**src/rtl/fifo_ctrl_pkg.sv**
```systemverilog
// Shared definitions for the FIFO control blocks.
// Holds the arbiter state encoding, a clog2 helper usable in parameter
// port lists, and the derivation of usable FIFO capacity from the
// address width. The sync FIFO asserts full at DEPTH-1, so the usable
// capacity is one entry less than the address space.
package fifo_ctrl_pkg;

    typedef enum logic {
        ST_IDLE = 1'b0,
        ST_LOCK = 1'b1
    } arb_state_t;

    // Minimum bit count to index 'value' items; never returns less than 1
    // so that index ports always have a legal width.
    function automatic int clog2(input int value);
        int r;
        r = 1;
        for (int i = 1; i < 31; i++) begin
            if ((1 << i) < value) r = i + 1;
        end
        return r;
    endfunction

    // Usable entries of a sync FIFO with the given address width.
    function automatic int fifo_cap(input int awidth);
        return (1 << awidth) - 1;
    endfunction

endpackage

```
**src/rtl/fifo_wr_arbiter_rr_pick.sv**
```systemverilog
// Combinational round-robin priority picker.
// Searches the request vector starting one position after the last
// grant, wrapping modulo NREQ, and reports the first requester found.
// Ports:
//   req        in   NREQ  request vector
//   last       in   IW    index of the previous grant
//   winner     out  NREQ  one-hot winner (all zero when nothing requests)
//   winner_idx out  IW    index of the winner (equals last when none)
//   found      out  1     at least one request was present
module rr_pick
    import fifo_ctrl_pkg::*;
#(
    parameter  int NREQ = 4,
    localparam int IW   = clog2(NREQ)
) (
    input  logic [NREQ-1:0] req,
    input  logic [IW-1:0]   last,
    output logic [NREQ-1:0] winner,
    output logic [IW-1:0]   winner_idx,
    output logic            found
);

    logic [IW-1:0] cand;

    always_comb begin
        winner     = '0;
        winner_idx = last;
        found      = 1'b0;
        cand       = '0;
        // Offset 1 first so the previous owner is considered last.
        for (int k = 1; k <= NREQ; k++) begin
            cand = IW'((int'(last) + k) % NREQ);
            if (!found && req[cand]) begin
                found      = 1'b1;
                winner_idx = cand;
            end
        end
        if (found) winner[winner_idx] = 1'b1;
    end

endmodule

```
**src/rtl/fifo_wr_arbiter.sv**
```systemverilog
// Round-robin write arbiter sharing one sync FIFO write port between
// NREQ producers, with locked bursts and a credit counter that mirrors
// FIFO occupancy so the FIFO can never be overfilled.
// Handshake: a producer presents req[i] with req_data/req_last; a beat is
// transferred in the cycle ack[i] is high. ack is combinational, one-hot,
// and only asserted while credits > 0 and rst is released. The beat is
// written to the FIFO one cycle later through the registered write port.
// Ports:
//   clk, rst        clock, synchronous active-low reset
//   req, req_last   per-requester valid and last-beat flags
//   req_data        packed data, requester i at [i*DWIDTH +: DWIDTH]
//   ack             one-hot beat acceptance
//   fifo_wr_cs/en   registered FIFO write strobes
//   fifo_data       registered FIFO write data (holds when idle)
//   fifo_pop        FIFO read accepted this cycle
//   grant_id        current or most recent owner
//   busy            high while a burst lock is held
//   credits         free FIFO entries remaining
//   err_pop         sticky: pop observed while the FIFO was empty
module fifo_wr_arbiter
    import fifo_ctrl_pkg::*;
#(
    parameter  int NREQ      = 4,
    parameter  int DWIDTH    = 8,
    parameter  int AWIDTH    = 8,
    parameter  int MAX_BURST = 4,
    localparam int IW        = clog2(NREQ)
) (
    input  logic                   clk,
    input  logic                   rst,
    input  logic [NREQ-1:0]        req,
    input  logic [NREQ-1:0]        req_last,
    input  logic [NREQ*DWIDTH-1:0] req_data,
    output logic [NREQ-1:0]        ack,
    output logic                   fifo_wr_cs,
    output logic                   fifo_wr_en,
    output logic [DWIDTH-1:0]      fifo_data,
    input  logic                   fifo_pop,
    output logic [IW-1:0]          grant_id,
    output logic                   busy,
    output logic [AWIDTH-1:0]      credits,
    output logic                   err_pop
);

    localparam logic [AWIDTH-1:0] CAP       = AWIDTH'(fifo_cap(AWIDTH));
    localparam int                BW        = clog2(MAX_BURST + 1);
    localparam logic [BW-1:0]     BURST_MAX = BW'(MAX_BURST);

    arb_state_t        state_q, state_d;
    logic [IW-1:0]     grant_q, grant_d;
    logic [BW-1:0]     beat_q, beat_d;
    logic [AWIDTH-1:0] credits_q;
    logic              wr_q;
    logic [DWIDTH-1:0] data_q;
    logic              err_q;

    logic [NREQ-1:0]   pick_onehot;
    logic [IW-1:0]     pick_idx;
    logic              pick_found;
    logic [IW-1:0]     win_idx;
    logic              has_credit;
    logic              push;
    logic              pop_ok;

    rr_pick #(.NREQ(NREQ)) u_pick (
        .req        (req),
        .last       (grant_q),
        .winner     (pick_onehot),
        .winner_idx (pick_idx),
        .found      (pick_found)
    );

    assign has_credit = (credits_q != '0);

    always_comb begin
        state_d = state_q;
        grant_d = grant_q;
        beat_d  = beat_q;
        ack     = '0;
        win_idx = grant_q;
        case (state_q)
            ST_IDLE: begin
                if (has_credit && pick_found) begin
                    ack     = pick_onehot;
                    win_idx = pick_idx;
                    grant_d = pick_idx;
                    beat_d  = BW'(1);
                    if (!req_last[pick_idx] && (MAX_BURST > 1)) state_d = ST_LOCK;
                end
            end
            ST_LOCK: begin
                // Owner dropping its request ends the burst at once; a
                // credit stall alone keeps the lock held.
                if (!req[grant_q]) begin
                    state_d = ST_IDLE;
                end else if (has_credit) begin
                    ack[grant_q] = 1'b1;
                    beat_d       = beat_q + BW'(1);
                    if (req_last[grant_q] || (beat_q + BW'(1) >= BURST_MAX)) state_d = ST_IDLE;
                end
            end
            default: state_d = ST_IDLE;
        endcase
        if (!rst) ack = '0;
    end

    assign push = |ack;
    // A pop when all entries are free cannot be real, so it never adds a credit.
    assign pop_ok = fifo_pop && (credits_q != CAP);

    always_ff @(posedge clk) begin
        if (!rst) begin
            state_q   <= ST_IDLE;
            grant_q   <= IW'(NREQ - 1);
            beat_q    <= '0;
            credits_q <= CAP;
            wr_q      <= 1'b0;
            data_q    <= '0;
            err_q     <= 1'b0;
        end else begin
            state_q <= state_d;
            grant_q <= grant_d;
            beat_q  <= beat_d;
            wr_q    <= push;
            if (push) data_q <= req_data[win_idx*DWIDTH +: DWIDTH];
            case ({push, pop_ok})
                2'b10:   credits_q <= credits_q - AWIDTH'(1);
                2'b01:   credits_q <= credits_q + AWIDTH'(1);
                default: credits_q <= credits_q;
            endcase
            if (fifo_pop && (credits_q == CAP)) err_q <= 1'b1;
        end
    end

    assign fifo_wr_cs = wr_q;
    assign fifo_wr_en = wr_q;
    assign fifo_data  = data_q;
    assign grant_id   = grant_q;
    assign busy       = (state_q == ST_LOCK);
    assign credits    = credits_q;
    assign err_pop    = err_q;

endmodule

```
**config.mk**
```make
export PLATFORM = sky130hd
export DESIGN_NAME = fifo_wr_arbiter
export DESIGN_NICKNAME = d
export VERILOG_FILES = /design/src/rtl/fifo_ctrl_pkg.sv /design/src/rtl/fifo_wr_arbiter_rr_pick.sv /design/src/rtl/fifo_wr_arbiter.sv
export SDC_FILE = /design/constraint.sdc
export NUM_CORES = 1
export LEC_CHECK = 0
export CAP_MARGIN = 20
export CELL_PAD_IN_SITES_DETAIL_PLACEMENT = 1
export CELL_PAD_IN_SITES_GLOBAL_PLACEMENT = 1
export CORE_ASPECT_RATIO = 0.5
export CORE_MARGIN = 1
export CORE_UTILIZATION = 29
export DETAILED_ROUTE_END_ITERATION = 10
export PLACE_DENSITY_LB_ADDON = 0.1
export SETUP_SLACK_MARGIN = 0.5
export SLEW_MARGIN = 25
export SYNTH_ARGS = -nofsm -noshare
export SYNTH_HDL_FRONTEND = slang
export SYNTH_SLANG_ARGS = --single-unit
export TNS_END_PERCENT = 5
```
**constraint.sdc**
```tcl
create_clock -name clk -period 3.4 [get_ports clk]
set_input_delay 0.34 -clock clk [delete_from_list [all_inputs] [get_ports clk]]
set_output_delay 0.34 -clock clk [all_outputs]
set_load 0.005 [all_outputs]
```
==> impl_metrics.yaml <==
route:
  firstDrtPassIters: 4
  drt_iter0_markers: 60
  wl_per_cell_um: 15.18
  vias_per_cell: 4.995
  final_antenna_net_count: 0
  via_count: 1938
  route.detailed.drc: 0
  totalWireLength_mm: 5.889
worst_setup_path:
  crit_buf_inv: 2
  cp.required_ns: 3.61
  crit_path_cell_trace: "mux4_2 -> a21bo_4 -> or3_4 -> nand2_4 -> inv_2 -> ha_4 -> inv_8 -> ha_4 -> a21oi_4 -> o221ai_2 -> o41ai_2 -> xnor2_1 -> or3_1 -> nand3_1"
  reg2reg_depth: 14
  cpLargestDelayFamily: "simple AND/OR/NAND/NOR gates"
  critical_path_arrival_ns: 3.27
  worst-r2r-setup-slack_ns: 0.34
  cp_slowest_stage_delay_ns: 0.38
  cp-end-kind: "flip-flop"
  startpoint_type: "flip-flop"
  critPathKind: "reg -> reg"
  cp_max_fo: 5
  critPathSlowestCell: "or3_4"
  timing.rr.start: "grant_id[1]$_SDFF_PN1_"
  worstReg2RegEnd: "credits[7]$_SDFFE_PN1P_"
  critPathMostFrequentCell: "ha_4"
clock_tree:
  cts.reportedPaths.clkPinSlew_ns: 0.07
  clockBufferDepth: 2
  ctsHoldBuffers: 0
  clock_latency_ns: 0.26
  cts_num_sinks: 24
  numCtsBuffers: 3
  root_buffer: "clkbuf_16"
  htree_levels: 1
  cts_tree: "built"
sta:
  setup_viol: 0
  slew_violations: 0
  max_freq_mhz: 327.3
  period_minus_slack_ns: 3.055
  rsz0062_at_grt: "true"
  period_share: 0.8987
  skew_ns: 0.003906
  hold_violations: 0
  relSlewSlack: 0.5529
  fin_tns_setup_ns: 0
  tightestPinTransition_ns: 0.6692
finish:
  final_nets: 357
  design_area_mm2: 0.003003
  antenna_cells: 0
  drive_above_1_share: 0.2300
  fin_util: 0.4938
  syn2layout_area_growth_pct: 63.49
  final.fill_count: 726
global_routing:
  first_global_vias: 2007
  grt_antenna_before_repair: 0
  grt.total_usage: 0.1878
  grt_max_degree: 18
  grt_overflow: 0
  grt_first_pass_wirelength_mm: 9.722
logic_synthesis:
  synth_common_cells: "30 x nand2_1, 24 x dfxtp_1, 19 x mux2i_1, 13 x inv_1, 12 x ha_1"
  yosys_warnings: 0
  avgSynthCellArea_um2: 8.788
  yosysUniqueCellTypes: 53
  dominantRegCellSynth: "dfxtp_1"
  ys_seq_elements: 24
  ys_seq_area_frac: 0.2616
  synth_edf_count: 0
  yosysMostFrequentCell: "nand2_1"
  syn_inst: 209
  syn_nets: 265
  syn-cell-area_mm2: 0.001837
  synth.area.top_cells: "dfxtp_1 26%, mux2i_1 10%, ha_1 8.2%, nand2_1 6.1%, o221ai_1 4.3%"
  async_flop_share: 0
  synth_top_cell_by_area: "dfxtp_1"
  synth_top_area_share: 0.2616
outcome:
  status: "finished clean"
min_path:
  min_to: "err_pop$_SDFFE_PN0P_"
  hold-path-cell-count: 2
  hp-start: "err_pop$_SDFFE_PN0P_"
  hold_path.class: "reg -> reg"
power_and_ir_drop:
  p_leak_nw: 1.237
  pwr_density_cell_mw_per_mm2: 882.8
  ir_drop_v: 0.0002556
placed_design:
  place_hpwl_mm: 4.557
  placedInstanceArea_mm2: 0.002820
  gp_congestion: 0.8904
  port_buffers: 68
floorplan:
  die_area_mm2: 0.006675
  die_w_um: 114.6
  core.rowCount: 20
  ios: 69
  die_y_um: 58.28
  core_mm2: 0.006081
  start_util: 0.3021
flow_run:
  maxCapViolCount: 0
-- per-stage QoR --
stage          hold slack (ns)  setup slack (ns)  cells  total power [W]
3_5_place_dp            0.4532          -0.09466    377         0.002232
3_3_place_gp            0.4459         0.0003497    377         0.002189
4_1_cts                 0.4756            0.3191    387         0.002659
5_1_grt                 0.5078            0.1849    388         0.002885
6_report                0.4683            0.3445    388         0.002651
2_1_floorplan           0.4566            0.4547    209         0.001648
-- layout make-up --
cell class / instances / area, um2 / area share
sequential: 24 / 488.0 / 0.1625
inverter: 13 / 56.30 / 0.01875
clock buffer: 4 / 88.84 / 0.02958
tap: 88 / 110.1 / 0.03667
timing repair buffer: 96 / 885.9 / 0.2950
multi-input combinational: 163 / 1374 / 0.4575
-- worst reg2reg max path, delay by kind of cell (launching register included) --
family / cells / cell delay [ns]
AOI/OAI and AO/OA: 4 / 0.82
xor gates and xnor gates: 1 / 0.13
buffers and inverters: 2 / 0.13
adders and majority gates: 2 / 0.37
muxes: 1 / 0.35
and+or+nand+nor: 4 / 0.84
DFF: 1 / 0.36
-- worst max path at each step --
| stage | from | end | cells after the start |
|---|---|---|---|
| 3_5_place_dp | req[3] | credits[7]$_SDFFE_PN1P_ | 15 |
| 4_1_cts | grant_id[1]$_SDFF_PN1_ | credits[7]$_SDFFE_PN1P_ | 14 |
| 3_3_place_gp | req[0] | credits[7]$_SDFFE_PN1P_ | 15 |
| 6_report | grant_id[1]$_SDFF_PN1_ | credits[7]$_SDFFE_PN1P_ | 14 |
| 5_1_grt | grant_id[1]$_SDFF_PN1_ | credits[7]$_SDFFE_PN1P_ | 14 |
| 2_1_floorplan | req[0] | credits[7]$_SDFFE_PN1P_ | 15 |
-- cells in the final DEF (no fill, tap or decap), types with 4 or more instances in the layout --
master / instances
ha_4: 5
nand3_1: 4
o211ai_1: 4
nor2_1: 10
o21ai_0: 7
nor3_1: 5
mux2i_1: 19
dlygate4sd2_1: 4
clkdlybuf4s50_1: 64
o221ai_1: 8
buf_4: 28
a21oi_1: 5
ha_1: 6
inv_1: 11
dfxtp_1: 22
nand2_1: 29
-- routing by layer --
metal,routed length [um],part of all wire,global-route usage,vias to the layer above
met5,0,0,0,-
met4,24,0.0041,0.02226,0
met3,330,0.056,0.05230,4
met2,2820,0.48,0.3368,55
met1,2713,0.46,0.2335,925
li1,-,-,-,954
-- flip-flops by register name, summed over array words and instances, names as in the netlist --
| name | flops |
|---|---|
| busy | 1 |
| beat_q | 3 |
| fifo_data | 8 |
| err_pop | 1 |
| grant_id | 2 |
| credits | 8 |
| fifo_wr_cs | 1 |
-- where the power goes --
group          total (W)  switching, W  leakage (nW)  internal, W
registers       0.000514      0.000123         0.199     0.000391
logic            0.00185      0.000850         0.993     0.000996
clock network   0.000291      0.000111        0.0442     0.000180
-- kinds of logic after synthesis --
group                    share of synthesized area
AND/OR/NAND/NOR                             0.2030
XOR/XNOR                                   0.02385
buffers and inverters                      0.06608
adder cells (fa/ha/maj)                    0.09264
flip-flops                                  0.2616
AO/OA/AOI/OAI                               0.2125
multiplexers                                0.1403
-- what timing repair did --
action	4_1_cts	5_1_grt
setup endpoints to repair	7	8
pin swaps	11	8
gates resized for setup	16	1
setup buffers	6	1
Power figures use the tool's default switching activity.
